File: config.mk
export PLATFORM = sky130hd
export DESIGN_NAME = cond_eval_unit
export DESIGN_NICKNAME = d
export VERILOG_FILES = /design/src/rtl/cond_eval_unit.sv
export SDC_FILE = /design/constraint.sdc
export NUM_CORES = 1
export LEC_CHECK = 0
export ABC_AREA = 1
export BUFFER_PORTS_ARGS = -buffer_cell sky130_fd_sc_hd__buf_4
export CAP_MARGIN = 20
export CORE_ASPECT_RATIO = 1.25
export CORE_MARGIN = 4
export CORE_UTILIZATION = 37
export CTS_CLUSTER_DIAMETER = 120
export DETAILED_ROUTE_END_ITERATION = 7
export GPL_ROUTABILITY_DRIVEN = 1
export MAX_ROUTING_LAYER = met4
export PLACE_DENSITY = 0.69
export SLEW_MARGIN = 40
export SYNTH_ARGS = -nofsm -noshare
export SYNTH_HDL_FRONTEND = slang
export SYNTH_SLANG_ARGS = --single-unit
File: constraint.sdc
create_clock -name clk -period 1 [get_ports clk]
set_input_delay 0.1 -clock clk [delete_from_list [all_inputs] [get_ports clk]]
set_output_delay 0.1 -clock clk [all_outputs]
set_load 0.01 [all_outputs]
File: src/rtl/cond_eval_unit.sv
// -----------------------------------------------------------------------------
// cond_eval_unit
//
// Consumer end of the ALU flag interface in the execute stage.
//   * Captures the ALU's Z/C/N/V flags into an architectural status register.
//     Each micro-op has a write mask. SUB/CMP can optionally invert the carry,
//     which turns the ALU borrow into an ARM-style carry.
//   * Evaluates ARM 4-bit condition codes against those flags. Queries use a
//     valid/ready request and a valid/ready response with a one-entry
//     response buffer.
//
// Configuration macro: COND_FLAG_FWD_EN
//   defined   : a query in the same cycle as a flag write sees the new flags
//               (the write is forwarded). Queries never stall.
//   undefined : queries see only the registered flags. A query that arrives
//               in the same cycle as a flag write is held off for one cycle,
//               so it is evaluated against the updated register.
//
// Parameters:
//   SUB_CARRY_INVERT  1: stored C = ~ALU carry for SUB/CMP; 0: stored as-is
//   UOP_W             width of alu_uop
//
// Ports:
//   clk         rising-edge clock
//   rst_n       synchronous active-low reset
//   flag_we     instruction in execute sets flags this cycle
//   alu_uop     ALU micro-op of that instruction (selects the write mask)
//   alu_flags   [0]=Z [1]=C [2]=N [3]=V from the ALU
//   req_valid   condition query present
//   req_cond    ARM condition code of the query
//   req_ready   query accepted when req_valid && req_ready
//   resp_valid  response present
//   resp_ready  response consumed when resp_valid && resp_ready
//   resp_taken  condition passed
//   resp_undef  query used the reserved code 4'b1111
//   flags_q     architectural flags, same bit order as alu_flags
// -----------------------------------------------------------------------------
module cond_eval_unit #(
    parameter bit SUB_CARRY_INVERT = 1'b1,
    parameter int UOP_W            = 5
) (
    input  logic             clk,
    input  logic             rst_n,
    input  logic             flag_we,
    input  logic [UOP_W-1:0] alu_uop,
    input  logic [0:3]       alu_flags,
    input  logic             req_valid,
    input  logic [3:0]       req_cond,
    output logic             req_ready,
    output logic             resp_valid,
    input  logic             resp_ready,
    output logic             resp_taken,
    output logic             resp_undef,
    output logic [0:3]       flags_q
);

    // Micro-op encodings that touch the flags.
    localparam logic [UOP_W-1:0] UOP_ADD = UOP_W'(1);
    localparam logic [UOP_W-1:0] UOP_SUB = UOP_W'(2);
    localparam logic [UOP_W-1:0] UOP_AND = UOP_W'(3);
    localparam logic [UOP_W-1:0] UOP_XOR = UOP_W'(4);
    localparam logic [UOP_W-1:0] UOP_CMP = UOP_W'(5);
    localparam logic [UOP_W-1:0] UOP_LSL = UOP_W'(6);
    localparam logic [UOP_W-1:0] UOP_LSR = UOP_W'(7);
    localparam logic [UOP_W-1:0] UOP_MOV = UOP_W'(8);

    // Bit positions within the [0:3] flag vectors.
    localparam int FZ = 0;
    localparam int FC = 1;
    localparam int FN = 2;
    localparam int FV = 3;

    typedef enum logic {
        IDLE = 1'b0,
        RESP = 1'b1
    } state_t;

    state_t     state;
    logic [0:3] flags_next;   // value flags_q takes at the coming edge
    logic [0:3] flags_eff;    // flags the condition is evaluated against
    logic       stall;
    logic       accept;
    logic [1:0] eval_res;     // {taken, undef}

    // -------------------------------------------------------------------------
    // Condition evaluation: returns {taken, undef}.
    // -------------------------------------------------------------------------
    function automatic logic [1:0] eval_cond(input logic [3:0] cond,
                                             input logic [0:3] f);
        logic z, c, n, v;
        logic taken;
        logic undef;
        z     = f[FZ];
        c     = f[FC];
        n     = f[FN];
        v     = f[FV];
        undef = 1'b0;
        case (cond)
            4'b0000: taken = z;                  // EQ
            4'b0001: taken = ~z;                 // NE
            4'b0010: taken = c;                  // CS
            4'b0011: taken = ~c;                 // CC
            4'b0100: taken = n;                  // MI
            4'b0101: taken = ~n;                 // PL
            4'b0110: taken = v;                  // VS
            4'b0111: taken = ~v;                 // VC
            4'b1000: taken = c & ~z;             // HI
            4'b1001: taken = ~c | z;             // LS
            4'b1010: taken = (n == v);           // GE
            4'b1011: taken = (n != v);           // LT
            4'b1100: taken = ~z & (n == v);      // GT
            4'b1101: taken = z | (n != v);       // LE
            4'b1110: taken = 1'b1;               // AL
            default: begin                       // 1111: reserved
                taken = 1'b0;
                undef = 1'b1;
            end
        endcase
        return {taken, undef};
    endfunction

    // -------------------------------------------------------------------------
    // Masked flag update. Fields that a micro-op does not write keep their
    // current value.
    // -------------------------------------------------------------------------
    always_comb begin
        // NOTE: assign every always_comb output a default before any branch;
        // a path that leaves it unassigned would infer a latch.
        flags_next = flags_q;
        if (flag_we) begin
            case (alu_uop)
                UOP_ADD: flags_next = alu_flags;
                UOP_SUB, UOP_CMP: begin
                    flags_next[FZ] = alu_flags[FZ];
                    flags_next[FN] = alu_flags[FN];
                    flags_next[FV] = alu_flags[FV];
                    // ALU reports a borrow; the ARM convention is carry = ~borrow.
                    flags_next[FC] = SUB_CARRY_INVERT ? ~alu_flags[FC]
                                                      : alu_flags[FC];
                end
                UOP_LSL: begin
                    flags_next[FZ] = alu_flags[FZ];
                    flags_next[FC] = alu_flags[FC];
                    flags_next[FN] = alu_flags[FN];
                end
                UOP_AND, UOP_XOR, UOP_LSR, UOP_MOV: begin
                    flags_next[FZ] = alu_flags[FZ];
                    flags_next[FN] = alu_flags[FN];
                end
                default: ;  // uop does not affect flags
            endcase
        end
    end

    // -------------------------------------------------------------------------
    // Flag source for evaluation and the matching hazard stall.
    // -------------------------------------------------------------------------
`ifdef COND_FLAG_FWD_EN
    assign flags_eff = flags_next;
    assign stall     = 1'b0;
`else
    assign flags_eff = flags_q;
    // Hold off a query that collides with a flag write. The query is then
    // evaluated next cycle against the freshly written register.
    assign stall     = flag_we & req_valid;
`endif

    // The buffer can take a new query when it is empty or is draining this
    // cycle.
    assign req_ready = ((state == IDLE) | resp_ready) & ~stall;
    assign accept    = req_valid & req_ready;
    assign eval_res  = eval_cond(req_cond, flags_eff);

    // -------------------------------------------------------------------------
    // Flag register and response buffer. Flag writes proceed regardless of
    // response backpressure. A buffered response is never re-evaluated.
    // -------------------------------------------------------------------------
    always_ff @(posedge clk) begin
        // NOTE: state updates use non-blocking assignment so every register
        // samples the pre-edge values, whatever the statement order.
        if (!rst_n) begin
            flags_q    <= '0;
            state      <= IDLE;
            resp_valid <= 1'b0;
            resp_taken <= 1'b0;
            resp_undef <= 1'b0;
        end else begin
            flags_q <= flags_next;
            case (state)
                IDLE: begin
                    if (accept) begin
                        state                    <= RESP;
                        resp_valid               <= 1'b1;
                        {resp_taken, resp_undef} <= eval_res;
                    end
                end
                RESP: begin
                    if (resp_ready) begin
                        if (accept) begin
                            // Back-to-back: replace the consumed response.
                            {resp_taken, resp_undef} <= eval_res;
                        end else begin
                            state      <= IDLE;
                            resp_valid <= 1'b0;
                        end
                    end
                end
                default: begin
                    state      <= IDLE;
                    resp_valid <= 1'b0;
                end
            endcase
        end
    end

endmodule
==> metrics <==
Worst Path Buf+Inv 1; # setup viols final 2; CP Class register to register; Max Clk Rate 901 MHz; Final Hold Slack 0.0814 ns; worst-path cell chain inv_4, nand2_2, nand3_2, nand2_1, nand2_1, nand2_1, nor2_1, nand2_1, nand2_1, a21oi_2; starting density of the core 0.395; Reg2Reg Depth 10; Pins Over Slew Limit 0; Simple-Gate Fraction of Synth Area 0.446; Worst path slowest cell dfxtp_4; top cells by area, synth dfxtp_1, nand2_1, nor2_1, inv_1, nand3_1; slew margin rel. 0.821; most common cell after layout, fill and taps aside buf_4; largest family of logic cells by synthesized area simple AND/OR/NAND/NOR gates; Syn Area/Cell 5.69 sq um; die width 45.0 microns; clk root buf clkbuf_4; final core utilization 0.623; GRT Overall Usage 0.174; CTS Buffer Depth 2; commonest non-fill, non-tap cells in the layout buf_4, nand2_1, nor2_1; type of the tightest min-delay check input pin to register; reg-to-reg slack, setup -0.11 ns; final wirelength 1.80 mm; CP required 1.15 ns; Vias/cell 4.85; post-synth top area share 0.253; Synth cell types 20; area of the mapped netlist 632 sq um; worst-skew pair later-pin latency 0.26 ns; Net count, final 169; hold path endpoint flags_q[2]; Hold Crit Start alu_flags[2]; post-synthesis cell count 111; Post-Synth XOR/XNOR Area 0.0416; Adder-Cell Fraction of Synth Area 0; clock sink total 8; ys async rst share 0; startpoint types register; Worst Skew 0.00499 ns; WL/cell 10.7 microns; post-synth top area cell dfxtp_1; Slew @ Worst Pin 0.267 ns; Non-Filler Instances 168; DIE AREA 2440 sq um; reg2reg end resp_taken; Reg clk slew, reported paths 0.06 ns; drt pass-1 iters 4; CP most frequent cell nand2_1; Antenna Nets Post-Route 0; Power Total 953 uW; DP HPWL 1.43 mm; run status complete, but fails checks; EDFF count, synth 0; Max-Cap Viols 0; CTS tree done; initial antenna violation count 0; Seq/Total Area, Yosys 0.253; PortBufs 25; hold path depth 3; yosys warns 0; post-synthesis compound-gate area fraction 0.145; Hold Violations, Final 0; vias in the first global route 806; number of buffers created by CTS 3; syn_nets 129; CP delay by family, top simple AND/OR/NAND/NOR gates; CORE AREA 1600 sq um; Power Dens Cells 956 nW/um^2; Rows 16; DRC violations left 0; global route total overflow 0; RSZ-0062 raised after global routing true; CTS H-tree lvls 1; first-pass GRT wire length 3.03 mm; CP peak stage delay 0.36 ns; Tmin final 1.11 ns; critical-path maximum fanout 4; Reg-to-Reg Start flags_q[3]; P_leak 0.000516 uW; Final Worst Setup Slack -0.110 ns; num ports 26; Area growth, synth to finish 57.8%; CP arrival 1.26 ns; FF+latch count, synth 8; die span in y 54.2 microns; Final Cycle Share 1.11; element type at the critical path end register; hold buffers post-CTS 0; vias 814; layout cells sized above 1 0.467; pin count of the biggest net entering global routing 7; Iter 0 DRT Violations 5; top_reg_cell synth dfxtp_1; Peak VDD IR 0.569 mV; routability cong. 0.912; failing checks negative setup slack; post-synthesis mux area share 0; Inst Count DP 163; number of diodes 0
-- synthesized netlist by cell type (2+ instances only) --
library cell	count
a21oi_1	5
dfxtp_1	8
inv_1	11
inv_2	7
nand2_1	34
nand3_1	7
nor2_1	14
nor2_2	3
nor3_1	4
o21ai_0	2
o21ai_1	5
xor2_1	3
-- kinds of logic (layout without fill, tap and decap cells) --
kind of cell	Yosys count	in the layout
XOR/XNOR	3	3
AND/OR/NAND/NOR	65	65
AO/OA/AOI/OAI	16	16
flip-flops	8	8
buffers and inverters	19	58
-- timing repair --
action,CTS,global route
setup endpoints to repair,2,3
gates cloned,0,0
endpoints found under the hold margin,0,0
pin swaps,2,3
buffers inserted,2,0
resized for setup,9,7
-- worst reg2reg max path: cells and delay by family (launching register included) --
kind / cells / cell delay, ns
compound gates: 1 / 0.05
buf+inv: 1 / 0.07
flops: 1 / 0.36
simple gates: 8 / 0.52
-- report_power, final --
group | internal, uW | switching (uW)
clock network | 154 | 127
registers | 338 | 19.3
logic | 155 | 159
-- metal layers --
layer / track usage / vias up / share of wire
li1: - / 426 / -
met1: 0.158 / 355 / 0.36
met2: 0.333 / 27 / 0.54
met3: 0.0201 / 6 / 0.063
met4: 0.107 / 0 / 0.032
met5: - / - / 0
-- worst max path at each step --
stage | start | slack, ns | cells past startpoint | endpoint
3_5_place_dp | alu_uop[1] | -0.11 | 7 | flags_q[0]
4_1_cts | flags_q[3] | -0.07 | 10 | resp_taken
2_1_floorplan | flags_q[0] | 0.002 | 9 | resp_taken
5_1_grt | flags_q[3] | -0.19 | 10 | resp_taken
6_report | flags_q[3] | -0.11 | 10 | resp_taken
3_3_place_gp | alu_uop[4] | -0.09 | 9 | flags_q[2]
-- stage by stage --
step                TNS [ns]  area [sq um]  worst slack [ns]
finish                -0.121           997            -0.110
global route          -0.253           997            -0.191
CTS                  -0.0783           976           -0.0729
detailed placement    -0.334           917            -0.112
global placement      -0.230           917           -0.0918
floorplan                  0           639           0.00159
-- cell type report --
class / instances / area [sq um]
multi-input cells: 84 / 437
fillers: 157 / 604
well taps: 18 / 22.5
inverters: 19 / 77.6
flip-flops and latches: 8 / 171
repair buffers: 35 / 263
clock buffers: 4 / 26.3
-- state kept, by name (all words and copies together), names as in the netlist --
signal / cells
flags_q: 4
resp_taken: 1
state: 1
resp_valid: 1
resp_undef: 1
Note: power is estimated with default switching activity, not from simulation.
